File: config.mk
export PLATFORM = sky130hd
export DESIGN_NAME = botao_pedestre_cond
export DESIGN_NICKNAME = d
export VERILOG_FILES = /design/src/rtl/semaforo_pkg.sv /design/src/rtl/debounce_sync.sv /design/src/rtl/botao_pedestre_cond.sv
export SDC_FILE = /design/constraint.sdc
export NUM_CORES = 1
export LEC_CHECK = 0
export ABC_AREA = 0
export BUFFER_PORTS_ARGS = -buffer_cell sky130_fd_sc_hd__buf_2
export CAP_MARGIN = 15
export CORE_MARGIN = 2
export CORE_UTILIZATION = 40
export DETAILED_ROUTE_END_ITERATION = 7
export HOLD_SLACK_MARGIN = 0.03
export SYNTH_ARGS = -nofsm -noshare
export SYNTH_HDL_FRONTEND = slang
export SYNTH_SLANG_ARGS = --single-unit
export TNS_END_PERCENT = 100
File: constraint.sdc
create_clock -name clk -period 2.3 [get_ports clk]
set_clock_uncertainty 0.15 [all_clocks]
set_input_delay 0.23 -clock clk [delete_from_list [all_inputs] [get_ports clk]]
set_output_delay 0.23 -clock clk [all_outputs]
set_load 0.005 [all_outputs]
File: src/rtl/semaforo_pkg.sv
// Shared types and default constants for the pedestrian crossing blocks.
// The button conditioner and the light controller both import this package.
package semaforo_pkg;

  typedef enum logic [1:0] {IDLE, EMITE, BLOQUEIO} botao_estado_t;

  localparam int SYNC_STAGES_DEF     = 2;
  localparam int DEBOUNCE_CYCLES_DEF = 4;
  localparam int LOCKOUT_CYCLES_DEF  = 20;
  localparam int CNT_W_DEF           = 8;

endpackage

File: src/rtl/debounce_sync.sv
// Brings the raw asynchronous button into the clk domain and debounces it.
// A level change is accepted only after DEBOUNCE_CYCLES consecutive differing cycles.
module debounce_sync #(
  parameter int SYNC_STAGES     = 2,
  parameter int DEBOUNCE_CYCLES = 4
) (
  input  logic clk,
  input  logic rst,
  input  logic botao_raw,
  output logic stable
);

  localparam int DW = (DEBOUNCE_CYCLES > 1) ? $clog2(DEBOUNCE_CYCLES) : 1;

  logic [SYNC_STAGES-1:0] sync_q;
  logic                   sync_out;
  logic [DW-1:0]          deb_cnt;

  always_ff @(posedge clk or posedge rst) begin
    if (rst) begin
      sync_q <= '0;
    end else begin
      sync_q <= {sync_q[SYNC_STAGES-2:0], botao_raw};
    end
  end

  assign sync_out = sync_q[SYNC_STAGES-1];

  // Debounce: any cycle agreeing with the accepted level restarts the count
  always_ff @(posedge clk or posedge rst) begin
    if (rst) begin
      deb_cnt <= '0;
      stable  <= 1'b0;
    end else if (sync_out == stable) begin
      deb_cnt <= '0;
    end else if (deb_cnt == DW'(DEBOUNCE_CYCLES - 1)) begin
      stable  <= sync_out;
      deb_cnt <= '0;
    end else begin
      deb_cnt <= deb_cnt + 1'b1;
    end
  end

endmodule

File: src/rtl/botao_pedestre_cond.sv
// Pedestrian button conditioner: clean one-cycle request pulse, lockout window,
// pending-request lamp and a saturating accepted-request counter.
module botao_pedestre_cond
  import semaforo_pkg::*;
#(
  parameter int SYNC_STAGES     = SYNC_STAGES_DEF,
  parameter int DEBOUNCE_CYCLES = DEBOUNCE_CYCLES_DEF,
  parameter int LOCKOUT_CYCLES  = LOCKOUT_CYCLES_DEF,
  parameter int CNT_W           = CNT_W_DEF
) (
  input  logic             clk,
  input  logic             rst,
  input  logic             botao_raw,
  input  logic             ack_pedestre,
  output logic             botao_pedestre,
  output logic             pedido_pendente,
  output logic             bloqueio,
  output logic [CNT_W-1:0] total_pedidos
);

  localparam int LW = (LOCKOUT_CYCLES > 1) ? $clog2(LOCKOUT_CYCLES) : 1;

  function automatic logic [CNT_W-1:0] sat_inc(input logic [CNT_W-1:0] v);
    return (&v) ? v : v + 1'b1;
  endfunction

  logic          stable;
  logic          stable_d;
  logic          press;
  logic          entra_emite;
  logic [LW-1:0] lock_cnt;
  botao_estado_t estado, prox_estado;

  debounce_sync #(
    .SYNC_STAGES     (SYNC_STAGES),
    .DEBOUNCE_CYCLES (DEBOUNCE_CYCLES)
  ) u_debounce (
    .clk       (clk),
    .rst       (rst),
    .botao_raw (botao_raw),
    .stable    (stable)
  );

  always_ff @(posedge clk or posedge rst) begin
    if (rst) begin
      stable_d <= 1'b0;
    end else begin
      stable_d <= stable;
    end
  end

  // Rising edge only: a held button or a release never creates a request
  assign press       = stable & ~stable_d;
  assign entra_emite = (estado == IDLE) && press;

  always_ff @(posedge clk or posedge rst) begin
    if (rst) begin
      estado <= IDLE;
    end else begin
      estado <= prox_estado;
    end
  end

  always_comb begin
    prox_estado = estado;
    unique case (estado)
      IDLE:     prox_estado = press ? EMITE : IDLE;
      EMITE:    prox_estado = BLOQUEIO;
      BLOQUEIO: prox_estado = (lock_cnt == '0) ? IDLE : BLOQUEIO;
      default:  prox_estado = IDLE;
    endcase
  end

  always_comb begin
    botao_pedestre = (estado == EMITE);
    bloqueio       = (estado == BLOQUEIO);
  end

  // Loaded during EMITE so that BLOQUEIO spans exactly LOCKOUT_CYCLES cycles
  always_ff @(posedge clk or posedge rst) begin
    if (rst) begin
      lock_cnt <= '0;
    end else if (estado == EMITE) begin
      lock_cnt <= LW'(LOCKOUT_CYCLES - 1);
    end else if ((estado == BLOQUEIO) && (lock_cnt != '0)) begin
      lock_cnt <= lock_cnt - 1'b1;
    end
  end

  // A new request on the same edge as an ack keeps the lamp lit
  always_ff @(posedge clk or posedge rst) begin
    if (rst) begin
      pedido_pendente <= 1'b0;
    end else if (entra_emite) begin
      pedido_pendente <= 1'b1;
    end else if (ack_pedestre) begin
      pedido_pendente <= 1'b0;
    end
  end

  always_ff @(posedge clk or posedge rst) begin
    if (rst) begin
      total_pedidos <= '0;
    end else if (entra_emite) begin
      total_pedidos <= sat_inc(total_pedidos);
    end
  end

endmodule

==> flow_metrics.tcl <==
set metrics [dict create \
    met1_usage 0.191 \
    die_area_um2 3030 \
    start_kind "flip-flop" \
    post-route-period-util 0.839 \
    drt_pre_antenna_iters 4 \
    cts_tree "yes" \
    die_h_um 55.0 \
    maxSlewViolCount 0 \
    timing.rr.end "total_pedidos[7]$_DFFE_PP0P_" \
    maxCapViolCount 0 \
    io_buffers 14 \
    crit_chain "or4b_4 -> nor4_4 -> mux2_1" \
    crit_type "reg2reg" \
    cp.arrival_ns 1.97 \
    grt_max_degree 23 \
    ys_seq_area_frac 0.529 \
    synth_edf_count 0 \
    synth_top_area_share 0.529 \
    synth.distinct_cells 37 \
    final_cells 138 \
    diodes 0 \
    initial_utilization 0.420 \
    drc 0 \
    met3_usage 0.0242 \
    vdd.ir_drop.worst_uv 640 \
    yosysWarnings 0 \
    overflow 0 \
    fin_nets 116 \
    h-tree-depth 1 \
    use_met2 0.210 \
    ioPinCount 15 \
    synth_area_leader_cell "dfrtp_1" \
    drive_above_1_share 0.213 \
    worst_slew_pin_slew_ns 0.806 \
    place.gp.congestion 0.707 \
    crit_path_max_incr_delay_ns 0.61 \
    routedWlPerCell_um 12.5 \
    path_clk_slew_ns 0.12 \
    cts-root-buf "clkbuf_4" \
    core_um2 2480 \
    routed_wl_mm 1.72 \
    cp_top_family "simple AND/OR/NAND/NOR gates" \
    clock-sinks 22 \
    status "finished clean" \
    cp_slowest_cell "or4b_4" \
    grt_pass1_vias 659 \
    grt_first_pass_wirelength_mm 2.95 \
    grt_busiest_layer "met2" \
    syn_area_um2 1040 \
    final_common_cell "dfrtp_1" \
    dpl.cell_count 131 \
    critPathMaxFanout 9 \
    critPathRequiredTime_ns 2.35 \
    netlist_instances 93 \
    grtUsageTotal 0.138 \
    antenna_found_initial 0 \
    powerDensity_nw_per_um2 1210 \
    cp_num_buf_inv 0 \
    place_hpwl_mm 1.21 \
    via_per_inst 5.29 \
    cts.path.max_buffers 2 \
    fp-row-count 18 \
    leakage_nw 0.590 \
    finalHoldViolCount 0 \
    fmax_mhz 518 \
    setup_tns_ns 0 \
    r2r_slack_ns 0.37 \
    drt_iter0_drc 22 \
    syn_avg_cell_area_um2 11.2 \
    synthTopCellsByArea "dfrtp_1 53%, ha_1 3.6%, nand3_1 2.9%" \
    fin_ws_ns 0.371 \
    numCtsBuffers 3 \
    via_count 730 \
    dp_slack_ns 0.380 \
    die_width_um 55.0 \
    cp-end-kind "flip-flop" \
    postCtsSetupRepairBufs 0 \
    period_needed_ns 1.93 \
    hold_class "reg2reg" \
    holdPathStages 0 \
    syn_nets 100 \
    syn_to_final_growth_pct 15.4 \
    layout_common_cells "22 x dfrtp_1, 14 x buf_2, 7 x nand2_1, 7 x inv_1, 6 x nand3_1" \
    clk_latency_ns 0.30 \
    r2r_cells 3 \
    rsz0062_at_grt "no" \
    slew_headroom 0.462 \
    ant_nets 0 \
    synth_ff_type "dfrtp_1" \
    finalSetupViolCount 0 \
    synthArstFlopShare 1.00 \
    r2r-start "estado[0]$_DFF_PP0_" \
    min_to "u_debounce.sync_q[1]$_DFF_PP0_" \
    ys_seq_elements 22 \
    hold_start "u_debounce.sync_q[0]$_DFF_PP0_" \
]
==> metrics by stage <==
| step | power, mW | hold slack [ns] | area, um^2 | utilization |
|---|---|---|---|---|
| 2_1_floorplan | 1.04 | 0.0692 | 1040 | - |
| 3_3_place_gp | 1.16 | 0.185 | 1120 | 0.452 |
| 3_5_place_dp | 1.18 | 0.189 | 1120 | 0.452 |
| 4_1_cts | 1.48 | 0.218 | 1200 | 0.485 |
| 5_1_grt | 1.59 | 0.237 | 1200 | 0.485 |
| 6_report | 1.46 | 0.213 | 1200 | 0.485 |
==> power breakdown <==
| group | total [mW] | internal, mW | switching (mW) |
|---|---|---|---|
| registers | 0.680 | 0.528 | 0.152 |
| clock network | 0.290 | 0.176 | 0.114 |
| logic | 0.489 | 0.239 | 0.250 |
==> per-layer routing <==
| layer | part of all wire | up-vias |
|---|---|---|
| li1 | - | 361 |
| met1 | 0.52 | 356 |
| met2 | 0.44 | 11 |
| met3 | 0.033 | 2 |
| met4 | 0.0087 | 0 |
| met5 | 0 | - |
==> worst max path at each step <==
stage / start / depth (start not counted) / to / slack [ns]
2_1_floorplan: estado[0]$_DFF_PP0_ / 4 / total_pedidos[7]$_DFFE_PP0P_ / 0.39
3_3_place_gp: estado[0]$_DFF_PP0_ / 3 / total_pedidos[7]$_DFFE_PP0P_ / 0.41
3_5_place_dp: estado[0]$_DFF_PP0_ / 3 / total_pedidos[7]$_DFFE_PP0P_ / 0.38
4_1_cts: estado[0]$_DFF_PP0_ / 3 / total_pedidos[7]$_DFFE_PP0P_ / 0.36
5_1_grt: estado[0]$_DFF_PP0_ / 3 / total_pedidos[7]$_DFFE_PP0P_ / 0.28
6_report: estado[0]$_DFF_PP0_ / 3 / total_pedidos[7]$_DFFE_PP0P_ / 0.37
==> synthesized netlist by cell type (all sizes together), types with 2 or more instances <==
| cell type | instances |
|---|---|
| nand3 | 6 |
| inv | 7 |
| a211oi | 2 |
| or4b | 2 |
| and2 | 2 |
| o21ai | 3 |
| ha | 3 |
| mux2 | 3 |
| a31oi | 2 |
| nand3b | 2 |
| a21oi | 4 |
| dfrtp | 22 |
| nor4 | 3 |
| nand2 | 7 |
| xor2 | 3 |
| clkbuf | 5 |
| nand2b | 2 |
==> layout make-up <==
| type | count | area [um^2] |
|---|---|---|
| Timing Repair Buffer | 17 | 100 |
| Tap cell | 30 | 37.5 |
| Clock inverter | 1 | 30.0 |
| Sequential cell | 22 | 551 |
| Inverter | 7 | 26.3 |
| Multi-Input combinational cell | 58 | 434 |
| Fill cell | 236 | 1280 |
| Clock buffer | 3 | 22.5 |
==> cell families after synthesis <==
logic type                 synth area share
and+or+nand+nor                       0.190
DFF                                   0.529
AOI/OAI and AO/OA                     0.112
muxes                                0.0457
adders and majority gates            0.0361
xor gates and xnor gates             0.0337
buffers and inverters                0.0541
==> sequential cells by signal (all words and copies together), names as in the netlist <==
name	cells
total_pedidos	8
stable_d	1
lock_cnt	5
u_debounce.deb_cnt	2
u_debounce.stable	1
pedido_pendente	1
estado	2
u_debounce.sync_q	2
==> repair_timing <==
action,4_1_cts,5_1_grt
hold buffers,3,0
endpoints found under the hold margin,24,0
resized for setup,0,0
==> worst reg2reg max path: stages, from the launching register on <==
cell	delay, ns
dfrtp_1	0.44
or4b_4	0.61
nor4_4	0.29
mux2_1	0.33
(Power assumes the default switching activity.)
